$ cat src/rtl/lmsm_sequencer.sv
// LM/SM sequencer: walks the register mask R0..R7, one transfer per unstalled cycle; done at T+k+1, `stall` holds the current transfer.
// `define LMSM_BASE_UPDATE_EN to add a WB cycle writing Ra <- base + transfer count (done at T+k+2).
module lmsm_sequencer (
   input  logic        clk,
   input  logic        reset,
   input  logic        start,
   input  logic        is_load,
   input  logic [7:0]  mask,
   input  logic [15:0] base,
   input  logic [2:0]  ra,
   input  logic        stall,
   input  logic [15:0] mem_rdata,
   output logic [2:0]  reg_add,
   output logic        reg_write_n,
   output logic [15:0] reg_wdata,
   output logic [15:0] mem_add,
   output logic        mem_we,
   output logic        busy,
   output logic        done,
   output logic        r7_loaded
);

   typedef enum logic [1:0] {S_IDLE, S_XFER, S_WB, S_DONE} state_t;

   state_t      state_q, state_d;
   logic [7:0]  rem_q, rem_d;
   logic [3:0]  offset_q, offset_d;
   logic [15:0] base_q, base_d;
   logic        is_load_q, is_load_d;
   logic [2:0]  ra_q, ra_d;
   logic        r7_sel_q, r7_sel_d;

   logic [2:0]  low_idx;
   logic [7:0]  rem_clr;
   logic [15:0] cur_addr;

   // Highest index is visited first, so the last hit is the lowest set bit.
   always_comb begin
      low_idx = 3'd0;
      for (int i = 7; i >= 0; i--) begin
         if (rem_q[i]) low_idx = 3'(i);
      end
   end

   assign rem_clr  = rem_q & ~(8'b1 << low_idx);
   assign cur_addr = base_q + 16'(offset_q);

   always_ff @(posedge clk or posedge reset) begin
      if (reset) begin
         state_q   <= S_IDLE;
         rem_q     <= 8'd0;
         offset_q  <= 4'd0;
         base_q    <= 16'd0;
         is_load_q <= 1'b0;
         ra_q      <= 3'd0;
         r7_sel_q  <= 1'b0;
      end else begin
         state_q   <= state_d;
         rem_q     <= rem_d;
         offset_q  <= offset_d;
         base_q    <= base_d;
         is_load_q <= is_load_d;
         ra_q      <= ra_d;
         r7_sel_q  <= r7_sel_d;
      end
   end

   always_comb begin
      state_d   = state_q;
      rem_d     = rem_q;
      offset_d  = offset_q;
      base_d    = base_q;
      is_load_d = is_load_q;
      ra_d      = ra_q;
      r7_sel_d  = r7_sel_q;
      case (state_q)
         S_IDLE: begin
            if (start) begin
               rem_d     = mask;
               offset_d  = 4'd0;
               base_d    = base;
               is_load_d = is_load;
               ra_d      = ra;
               r7_sel_d  = mask[7];
               state_d   = (mask != 8'd0) ? S_XFER : S_DONE;
            end
         end
         S_XFER: begin
            if (!stall) begin
               rem_d    = rem_clr;
               offset_d = offset_q + 4'd1;
               if (rem_clr == 8'd0) begin
`ifdef LMSM_BASE_UPDATE_EN
                  state_d = S_WB;
`else
                  state_d = S_DONE;
`endif
               end
            end
         end
         S_WB:    state_d = S_DONE;
         S_DONE:  state_d = S_IDLE;
         default: state_d = S_IDLE;
      endcase
   end

   always_comb begin
      reg_add     = 3'd0;
      reg_write_n = 1'b1;
      reg_wdata   = 16'd0;
      mem_add     = 16'd0;
      mem_we      = 1'b0;
      busy        = (state_q != S_IDLE);
      done        = 1'b0;
      r7_loaded   = 1'b0;
      case (state_q)
         S_XFER: begin
            reg_add = low_idx;
            mem_add = cur_addr;
            if (!stall) begin
               if (is_load_q) begin
                  reg_write_n = 1'b0;
                  reg_wdata   = mem_rdata;
               end else begin
                  mem_we = 1'b1;
               end
            end
         end
         S_WB: begin
            reg_add     = ra_q;
            reg_wdata   = cur_addr;
            reg_write_n = 1'b0;
         end
         S_DONE: begin
            done      = 1'b1;
            r7_loaded = is_load_q & r7_sel_q;
         end
         default: ;
      endcase
   end

endmodule
$ cat config.mk
export PLATFORM = sky130hd
export DESIGN_NAME = lmsm_sequencer
export DESIGN_NICKNAME = d
export VERILOG_FILES = /design/src/rtl/lmsm_sequencer.sv
export SDC_FILE = /design/constraint.sdc
export NUM_CORES = 1
export LEC_CHECK = 0
export BUFFER_PORTS_ARGS = -buffer_cell sky130_fd_sc_hd__buf_2
export CAP_MARGIN = 25
export CORE_MARGIN = 4
export CORE_UTILIZATION = 45
export DETAILED_ROUTE_END_ITERATION = 12
export PLACE_DENSITY_LB_ADDON = 0.05
export SETUP_SLACK_MARGIN = 0.02
export SLEW_MARGIN = 20
export SYNTH_ARGS = -nofsm -noshare
export SYNTH_HDL_FRONTEND = slang
export SYNTH_SLANG_ARGS = --single-unit
export TNS_END_PERCENT = 50
$ cat constraint.sdc
create_clock -name clk -period 2.1 [get_ports clk]
set_input_delay 0.21 -clock clk [delete_from_list [all_inputs] [get_ports clk]]
set_output_delay 0.21 -clock clk [all_outputs]
set_load 0.005 [all_outputs]
After elaboration in Yosys (flattened, before gate mapping)

Index checks and enable logic that the tools add are counted.

Add/sub/neg operators: 2
Equality and inequality tests: 6
Shifts and indexed selects: 1
Mux-type cells: 31
Bitwise logic cells: 3
Reductions and logical operators: 8

Operators by type and width:

| operator                                                               | count |
|---|---|
| 16-bit two-way mux                                                     | 3 |
| 16-bit one-hot mux with 2 select lines                                 | 1 |
| 3-bit two-way mux                                                      | 8 |
| 16-bit by 4-bit adder with 16-bit output                               | 1 |
| 8-bit two-way mux                                                      | 2 |
| 8-bit one-hot mux with 2 select lines                                  | 1 |
| 8-bit AND                                                              | 1 |
| 8-bit logical NOT                                                      | 1 |
| 2-bit two-way mux                                                      | 4 |
| 4-bit two-way mux                                                      | 2 |
| 8-bit inverter                                                         | 1 |
| 2-bit one-hot mux with 4 select lines                                  | 1 |
| 4-bit one-hot mux with 2 select lines                                  | 1 |
| 8-bit nonzero test                                                     | 1 |
| 1-bit by 3-bit << shifter with 8-bit output (first input constant)     | 1 |
| 1-bit two-way mux                                                      | 6 |
| 2-bit != test (second input constant)                                  | 3 |
| 3-bit one-hot mux with 2 select lines                                  | 1 |
| 3-bit AND reduction                                                    | 2 |
| 4-bit by 1-bit adder with 4-bit output (second input constant)         | 1 |
| 2-bit equality test (second input constant)                            | 2 |
| 2-bit nonzero test                                                     | 2 |
| 2-bit by 1-bit equality test with 1-bit output (second input constant) | 1 |
| 2-bit logical NOT                                                      | 1 |
| other kinds (3)                                                        | 3 |

Register bits: 35
Input bits: 48
Output and inout port bits: 40

Longest topological paths before layout

Word-level depth: 15
Mapped depth: 9
Mapped depth without buffers: 7

Worst setup path after synthesis

OpenSTA, ideal clock, no wires.

Kind: register -> output
Start point: reg offset_q[0]
End point: out reg_wdata[12]
Data arrival time: 1.831 ns
Required time: 1.890 ns
Path slack: 0.059 ns
Stages on the path, launching flop included: 8
Path through: dfrtp_1 -> ha_1 -> fa_1 -> a21o_1 -> a21oi_2 -> nor3_1 -> xnor2_1 -> o21ai_1

Longest elaborated chain between the ends: 2

Ends and longest elaborated chain:

| what                                     | RTL line | source |
|---|---|---|
| start: declaration                       | 27       | `logic [3:0] offset_q, offset_d;` |
| start signal: assignment                 | 60       | `offset_q <= offset_d;` |
| 16-bit by 4-bit adder with 16-bit output | 46       | `assign cur_addr = base_q + 16'(offset_q);` |
| 16-bit one-hot mux with 2 select lines   | 116      | `case (state_q)` |
| end: declaration                         | 15       | `output logic [15:0] reg_wdata,` |

No other way between the ends.

Final worst setup path

Start point: reg base_q[1]
End point: out reg_wdata[14]

Longest elaborated chain between the ends: 2

Ends and longest elaborated chain:

| what                                     | RTL line | source |
|---|---|---|
| start: declaration                       | 28       | `logic [15:0] base_q, base_d;` |
| start signal: assignment                 | 61       | `base_q <= base_d;` |
| 16-bit by 4-bit adder with 16-bit output | 46       |  |
| 16-bit one-hot mux with 2 select lines   | 116      |  |

No other way between the ends.

==> results.md <==
* Outcome: finished, violations left
* Failing checks: negative setup slack
* DP HPWL at 5.01 mm
* HP Class: in -> async
* I/O Pins at 88
* Max-Cap Viols at 0
* Total grt overflow at 0
* Syn nets at 318
* Sw power at 2320 uW
* Slew headroom at 0.696
* Mapped Cells at 259
* Die Ht at 81.5 um
* Most common cell in the synthesized netlist: dfrtp_1
* Number of global-route vias before repair at 2197
* WP data required at 1890 ps
* Largest area contributor in the netlist: dfrtp_1
* Port bufs at 87
* TritonRoute pass-1 iters at 5
* Share of cells above drive strength 1 at 0.405
* CTS Buf Count at 5
* Avg Inst Size Synth at 9.40 sq um
* Layout area overhead at 36.0%
* Worst Reg-to-Reg Cells at 8
* CTS Buffer Depth at 2
* Core footprint at 5170 sq um
* PwrDens at 1590 nW/um^2
* Clock Power Share at 0.094
* Clk slew on worst S/H paths at 70 ps
* Sw Ratio at 0.440
* Cell mode on critical path: buf_6
* Top cell family by delay on the critical path: buffers and inverters
* Post-DRT Antenna Nets at 0
* Startpoint Class: register
* Initial DRC count at 72
* Arrival time worst endpoint at 2200 ps
* Placed instance area at 3030 sq um
* Worst Skew at 5.07 ps
* Most common flop cell mapped by yosys: dfrtp_1
* CTS tree: yes
* Crit Path Max Fanout at 6
* Placement Rows at 26
* Kind of critical path: reg -> out
* Async SR Flop Fraction at 1.00
* Post-Layout Inst Area at 3310 sq um
* Synth Cell Area at 2430 sq um
* Crit-path slowest cell: dfrtp_1
* CP max stage delay at 420 ps
* Top cell type's share of synthesized area at 0.360
* Latest clock arrival within the worst-skew pair at 280 ps
* Final min period at 2410 ps
* Fmax achieved at 414 MHz
* Initial antenna violation count at 0
* Final Cycle Share at 1.15
* Worst-margin pin slew at 456 ps
* Root Driver: clkbuf_8
* Slew Viols, Final at 0
* Combinational Power Share at 0.635
* DRC viols at 0
* Int Pwr at 2960 uW
* Number of diodes at 0
* Layout Nets at 422
* Number of flops mapped to enable cells by yosys at 0
* H-tree depth at 2
* First-pass GRT wire length at 10.6 mm
* Peak supply drop at 0.000793 V
* Synth Register Bits at 35
* Vias/cell at 5.30
* Syn. warnings at 0
* Seq pwr share at 0.271
* CP Capture Type: output pin
* RePlAce Congestion at 0.901
* Fin worst setup slack at -313 ps
* Die W at 81.5 um
* Hold Buf Count CTS at 0
* Register area share after synthesis at 0.360
* Starting Density at 0.470
* Clock sinks at 35
* Leakage at 0.00161 uW
* Setup Viol. Count Final at 25
* Post-Route WL at 6.57 mm
* Vias after detailed routing at 2296
* Levels on crit path at 9
* Largest net degree at the start of global routing at 36
* Hold Violations, Final at 0
* DIE AREA at 6650 sq um
* Wire per inst at 15.2 um
* CP bufs+invs at 3
* Most common library cells after synthesis: 35 x dfrtp_1, 31 x nand2_1, 25 x nor2_1, 21 x mux2_1, 15 x o21ai_1
* Crit path cell chain: buf_6 -> fa_2 -> a21o_1 -> a21oi_2 -> buf_6 -> nor4_1 -> xnor2_1 -> o21ai_1 -> buf_2
* Post-synth cell types at 53
* RSZ-0062 raised after global routing: true
* Gr usage total at 0.208
* Dpl ws at -27.9 ps
* Top cells by area, synth: dfrtp_1 36%, mux2_1 9.7%, ha_1 5.1%
layout make-up:
class / instances / area (sq um)
clock buffers: 6 / 82.6
clock inverters: 1 / 5.00
fillers: 450 / 1860
inverters: 8 / 30.0
multi-input cells: 206 / 1620
flip-flops and latches: 35 / 876
well taps: 70 / 87.6
repair buffers: 107 / 607
what timing repair did:
action | CTS | global route
setup endpoints to repair | 29 | 31
pin swaps | 8 | 10
hold endpoints to repair | 0 | 0
resized for setup | 24 | 10
buffers inserted | 2 | 0
routing by layer:
metal,track usage,routed length [um],vias up
li1,-,-,1131
met4,0.0456,56,0
met5,0,0,-
met2,0.329,3000,78
met1,0.285,3030,1081
met3,0.0548,487,6
per-stage QoR:
step / TNS (ps) / hold WS (ps) / power (uW) / util / cells
floorplan: 0 / 342 / 3340 / - / 259
global placement: -15.6 / 337 / 4380 / 0.586 / 424
detailed placement: -110 / 335 / 4410 / 0.586 / 424
CTS: -5710 / 23.3 / 5230 / 0.629 / 433
global route: -8930 / 61.3 / 5750 / 0.640 / 433
finish: -5860 / 14.7 / 5280 / 0.640 / 433
path summary, 6_finish.rpt:
kind | slack [ps] | endpoint | from
worst max-delay path | -310 | reg_wdata[14] | base_q[1]
worst min-delay path | 10 | state_q[1] | reset
worst max register to register | 290 | offset_q[3] | state_q[1]
worst min register to register | 490 | r7_sel_q | r7_sel_q
max in group asynchronous | 1760 | offset_q[3] | reset
min in group clk | 130 | is_load_q | is_load
power groups by stage:
stage	logic (uW)	clock network (uW)	registers [uW]
floorplan	2030	0	1310
detailed placement	3010	0	1400
CTS	3310	510	1410
finish	3350	496	1430
global route	3730	532	1490
global placement	2980	0	1400
cells by family after synthesis:
group                    count (synthesis)  synth area share
XOR/XNOR                                15            0.0540
multiplexers                            24             0.110
buffers and inverters                   18            0.0370
AND/OR/NAND/NOR                         96             0.197
AO/OA/AOI/OAI                           60             0.183
adder cells (fa/ha/maj)                 11            0.0596
flip-flops                              35             0.360
tightest hold or removal path: cells and delay by family:
| kind | cells | cell delay, ps |
|---|---|---|
| buffers and inverters | 3 | 520 |
registers in the layout, summed over array words and instances (netlist names):
name and cells:
r7_sel_q 1, state_q 2, is_load_q 1, ra_q 3, base_q 16, offset_q 4
rem_q 8
layout by cell type (no fill, tap or decap), drive strengths merged, types with 2 or more instances in the layout:
cell type    n
ha          10
mux2        21
o21bai       2
a22o         7
inv          8
nor2        26
nor3b        3
buf        107
a32oi        2
o21ai       17
dfrtp       35
nand2       31
and2         6
clkbuf       6
a21o         3
xnor2       12
and3         4
a22oi        6
o311ai       2
nor3         4
a21oi       10
mux2i        3
xor2         3
nor2b        8
nor4         5
nand3        5
o211ai       2
Note: power is estimated with default switching activity, not from simulation.
